## src/rtl/caxi4interconnect_ram_fifo_rd_port.sv

```systemverilog
// Read-side controller for the single-clock RAM FIFO: owns the read pointer,
// prefetches RAM words into a two-register output stage (main + skid) and
// presents them on a valid/ready stream.
module caxi4interconnect_ram_fifo_rd_port #(
  parameter  int FIFO_AWIDTH  = 9,
  parameter  int FIFO_WIDTH   = 8,
  localparam int ADDR_NC_BITS = $clog2(FIFO_WIDTH / 8)
) (
  input  logic                                HCLK,
  input  logic                                HRESET,
  input  logic [FIFO_AWIDTH:0]                wrPtr,
  input  logic                                flush,
  output logic [FIFO_AWIDTH+ADDR_NC_BITS-1:0] fifoRdAddr,
  input  logic [FIFO_WIDTH-1:0]               fifoRdData,
  output logic [FIFO_AWIDTH:0]                rdPtr,
  output logic                                outValid,
  output logic [FIFO_WIDTH-1:0]               outData,
  input  logic                                outReady,
  output logic [FIFO_AWIDTH+1:0]              level,
  output logic                                empty,
  output logic                                ovfErr
);

  typedef enum logic [1:0] {
    EMPTY,
    ONE,
    TWO
  } stageState_t;

  localparam logic [FIFO_AWIDTH:0] DEPTH = {1'b1, {FIFO_AWIDTH{1'b0}}};

  stageState_t            state, nextState;
  logic [FIFO_WIDTH-1:0]  mainData, skidData;
  logic [FIFO_AWIDTH:0]   ramCnt;
  logic                   ramEmpty;
  logic                   pop, load;
  logic                   loadMain, loadSkid, skidToMain;
  logic [1:0]             stageCnt;

  assign ramCnt   = wrPtr - rdPtr;
  assign ramEmpty = (ramCnt == '0);
  assign outValid = (state != EMPTY);
  assign outData  = mainData;
  assign pop      = outValid & outReady;
  assign load     = ~ramEmpty & ((state != TWO) | pop);

  // Occupancy reporting; depends only on registered state and the writer pointer
  always_comb begin
    stageCnt = 2'd0;
    case (state)
      ONE:     stageCnt = 2'd1;
      TWO:     stageCnt = 2'd2;
      default: stageCnt = 2'd0;
    endcase
    level = {1'b0, ramCnt} + {{FIFO_AWIDTH{1'b0}}, stageCnt};
    empty = (level == '0);
  end

  // Word address from the pointer, byte-offset bits zero-filled below it
  always_comb begin
    fifoRdAddr = '0;
    fifoRdAddr[FIFO_AWIDTH+ADDR_NC_BITS-1 -: FIFO_AWIDTH] = rdPtr[FIFO_AWIDTH-1:0];
  end

  // Output-stage next state and which register captures what this cycle
  always_comb begin
    nextState  = state;
    loadMain   = 1'b0;
    loadSkid   = 1'b0;
    skidToMain = 1'b0;
    case (state)
      EMPTY: begin
        if (load) begin
          nextState = ONE;
          loadMain  = 1'b1;
        end
      end
      ONE: begin
        if (pop && load) begin
          loadMain = 1'b1;
        end else if (pop) begin
          nextState = EMPTY;
        end else if (load) begin
          nextState = TWO;
          loadSkid  = 1'b1;
        end
      end
      TWO: begin
        if (pop) begin
          skidToMain = 1'b1;
          if (load) begin
            loadSkid = 1'b1;
          end else begin
            nextState = ONE;
          end
        end
      end
      default: nextState = EMPTY;
    endcase
  end

  // State, pointer and data registers; flush overrides any load in the same cycle
  always_ff @(posedge HCLK) begin
    if (HRESET) begin
      state    <= EMPTY;
      rdPtr    <= '0;
      mainData <= '0;
      skidData <= '0;
      ovfErr   <= 1'b0;
    end else begin
      if (ramCnt > DEPTH) begin
        ovfErr <= 1'b1;
      end
      if (flush) begin
        state <= EMPTY;
        rdPtr <= wrPtr;
      end else begin
        state <= nextState;
        if (load) begin
          rdPtr <= rdPtr + 1'b1;
        end
        if (loadMain) begin
          mainData <= fifoRdData;
        end else if (skidToMain) begin
          mainData <= skidData;
        end
        if (loadSkid) begin
          skidData <= fifoRdData;
        end
      end
    end
  end

endmodule
```

## config.mk

```make
export PLATFORM = sky130hd
export DESIGN_NAME = caxi4interconnect_ram_fifo_rd_port
export DESIGN_NICKNAME = d
export VERILOG_FILES = /design/src/rtl/caxi4interconnect_ram_fifo_rd_port.sv
export SDC_FILE = /design/constraint.sdc
export NUM_CORES = 1
export LEC_CHECK = 0
export ABC_AREA = 1
export CORE_ASPECT_RATIO = 0.75
export CORE_MARGIN = 2
export CORE_UTILIZATION = 45
export CTS_CLUSTER_SIZE = 10
export DETAILED_ROUTE_END_ITERATION = 10
export PLACE_DENSITY = 0.8
export SKIP_CTS_REPAIR_TIMING = 1
export SYNTH_ARGS = -nofsm -noshare
export SYNTH_HDL_FRONTEND = slang
export SYNTH_SLANG_ARGS = --single-unit
```

## constraint.sdc

```tcl
create_clock -name HCLK -period 3.8 [get_ports HCLK]
set_clock_uncertainty 0.15 [all_clocks]
set_input_delay 0.38 -clock HCLK [delete_from_list [all_inputs] [get_ports HCLK]]
set_output_delay 0.38 -clock HCLK [all_outputs]
set_load 0.01 [all_outputs]
```

==> impl_metrics.py <==
metrics = {
    "critical_path": {
        "critPathLaunchType": "flop",
        "worstReg2RegStart": "rdPtr[0]",
        "ff2ff_path_depth": 17,
        "cp_max_fo": 2,
        "end_kind": "output pin",
        "rrSetupSlack_ns": 0.83,
        "worstReg2RegEnd": "rdPtr[4]",
        "cp.required_ns": 3.27,
        "crit_type": "flop to output pin",
        "critical_path_arrival_ns": 3.12,
    },
    "sta": {
        "fin_ws_ns": 0.153,
        "min_period_ns": 3.65,
        "max_slew.worst_pin.slew_ns": 0.727,
        "relSlewSlack": 0.514,
        "min_period_over_period": 0.960,
        "fmax_mhz": 274,
        "final_hold_viol_count": 0,
        "slew_viol_final": 0,
        "finalSetupViolCount": 0,
        "grt_setup_unrepaired": "false",
        "whs_ns": 0.295,
    },
    "logic_synthesis": {
        "ys_ff_latch": 29,
        "synth.largest_area_cell": "dfxtp_1",
        "yosysTopAreaCellShare": 0.229,
        "avgSynthCellArea_sq_um": 6.05,
        "netlist_area_sq_um": 2540,
        "yosysSeqAreaShare": 0.229,
        "syn_inst": 419,
        "ys_types": 29,
        "ys_warn_count": 0,
        "synth_edf_count": 0,
        "synth.area.top_cells": "dfxtp_1 23%, nand2_1 18%, inv_1 10%",
        "synthesis.nets": 460,
        "synth_ff_type": "dfxtp_1",
        "async_reset_ff_frac": 0,
    },
    "clocking": {
        "clkTransAtPathRegs_ns": 0.06,
        "cts_made_buffers": 5,
        "cts-root-buf": "clkbuf_8",
        "clock_path_buffers": 2,
        "cts_htree_levels": 2,
        "clock_sinks": 29,
        "cts_tree": "yes",
        "clk_latency_ns": 0.28,
    },
    "worst_hold_path": {
        "min_path_type": "input port to flop",
        "holdPathEnd": "rdPtr[0]",
        "hp-start": "wrPtr[0]",
        "hold_depth": 3,
    },
    "placed_design": {
        "gp_congestion": 0.843,
        "dp_hpwl_mm": 4.75,
        "pre_cts_slack_ns": -0.324,
        "io_buffers": 62,
    },
    "die": {
        "num_io_pins": 63,
        "die_area_sq_um": 6260,
        "row_count": 23,
        "dieHeight_um": 69.0,
        "start_util": 0.471,
        "core_area_sq_um": 5380,
        "die_w_um": 90.7,
    },
    "power_and_ir_drop": {
        "vdd_ir_drop_max_mv": 0.229,
        "powerDensity_nw_per_um2": 317,
        "leakage_nw": 1.70,
    },
    "detailed_routing": {
        "vias": 2686,
        "totalWireLength_mm": 6.07,
        "drtIter0Drc": 128,
        "dr.pass1.iters": 5,
        "ant_nets": 0,
        "viasPerCell": 4.77,
        "wl_per_cell_um": 10.8,
        "drc_errors": 0,
    },
    "cells_and_area": {
        "fill_cells": 496,
        "diodes": 0,
        "nNetsFinal": 528,
        "final_common_cell": "nand2_1",
        "drive_above_1_share": 0.0881,
        "layout_common_cells": "124 x nand2_1, 69 x inv_1, 57 x clkdlybuf4s50_1, 48 x nor2_1, 30 x nand3_1",
        "synthToLayoutAreaGrowth_pct": 33.8,
    },
    "outcome": {
        "status": "complete, no violations",
    },
    "global_routing": {
        "grt_pass1_wl_mm": 9.78,
        "grt_pass1_vias": 2243,
        "grt-ovfl-total": 0,
        "track_usage": 0.189,
        "grt_max_degree": 23,
        "antenna_found_initial": 0,
    },
    "flow_run": {
        "drv_cap": 0,
    },
}
flip-flops by register name, summed over array words and instances (netlist names):
| signal | flops |
|---|---|
| ovfErr | 1 |
| rdPtr | 10 |
| skidData | 8 |
| state | 2 |
| outData | 8 |
cells in the mapped netlist, types with 2 or more instances:
master    number
nand3_2        2
o21ai_1        2
nand2_4        2
nand2_2        4
buf_4         10
nor2_1        49
nand4_1        2
clkbuf_1       4
nor3_1         3
nand2_1      124
xor2_1        11
buf_2          2
a21oi_1       24
inv_1         70
ha_1          17
fa_1           2
dfxtp_1       29
o21ai_0       17
nand3_1       32
xnor2_1        4
kinds of logic (layout without fill, tap and decap cells):
| kind of cell | count (synthesis) | in the layout | synth area share |
|---|---|---|---|
| simple gates | 222 | 222 | 0.375 |
| buf+inv | 88 | 157 | 0.150 |
| flops | 29 | 29 | 0.229 |
| fa+ha+maj | 19 | 19 | 0.0997 |
| compound gates | 46 | 46 | 0.0937 |
| xor+xnor | 15 | 15 | 0.0518 |
critical path, cell delays in order, from the launching register on:
cell,delay [ns]
dfxtp_1,0.34
ha_1,0.14
inv_1,0.06
fa_1,0.51
inv_1,0.08
fa_1,0.40
inv_2,0.08
nand3_2,0.10
nor3_4,0.23
nand3_2,0.11
nor2_2,0.14
nand2_1,0.07
inv_1,0.06
clkdlybuf4s50_1,0.53
per-stage QoR:
| stage | cell area [sq um] | power [mW] | setup TNS, ns | cells | util |
|---|---|---|---|---|---|
| 2_1_floorplan | 2540 | 0.612 | 0 | 419 | - |
| 3_3_place_gp | 3250 | 0.783 | -0.590 | 554 | 0.604 |
| 3_5_place_dp | 3250 | 0.794 | -0.940 | 554 | 0.604 |
| 4_1_cts | 3350 | 1.08 | -1.03 | 562 | 0.622 |
| 5_1_grt | 3390 | 1.15 | 0 | 563 | 0.631 |
| 6_report | 3390 | 1.08 | 0 | 563 | 0.631 |
cell type report:
class | count | area, sq um | area share
Inverter | 71 | 267 | 0.0785
Tap cell | 75 | 93.8 | 0.0277
Multi-Input combinational cell | 302 | 1600 | 0.471
Timing Repair Buffer | 78 | 753 | 0.222
Clock buffer | 7 | 96.3 | 0.0284
Sequential cell | 29 | 581 | 0.171
Clock inverter | 1 | 5.00 | 0.00147
routing by layer:
| layer | vias up | track usage | part of all wire |
|---|---|---|---|
| met1 | 1193 | 0.257 | 0.50 |
| met2 | 60 | 0.307 | 0.44 |
| li1 | 1424 | - | - |
| met3 | 9 | 0.0262 | 0.043 |
| met5 | - | 0 | 0 |
| met4 | 0 | 0.0650 | 0.015 |
report_power, final:
group	total (mW)	switching (mW)	leakage, nW	internal, mW
sequential	0.343	0.0167	0.238	0.326
clock	0.284	0.121	0.0542	0.163
combinational	0.449	0.236	1.41	0.213
total	1.08	0.374	1.70	0.703
how the worst max path moves through the flow:
| stage | end | depth (start not counted) | startpoint |
|---|---|---|---|
| global placement | empty | 17 | wrPtr[0] |
| CTS | empty | 17 | wrPtr[0] |
| floorplan | empty | 14 | rdPtr[0] |
| finish | level[10] | 13 | rdPtr[0] |
| global route | level[10] | 13 | rdPtr[0] |
| detailed placement | empty | 17 | wrPtr[0] |
Note: power is estimated with default switching activity, not from simulation.
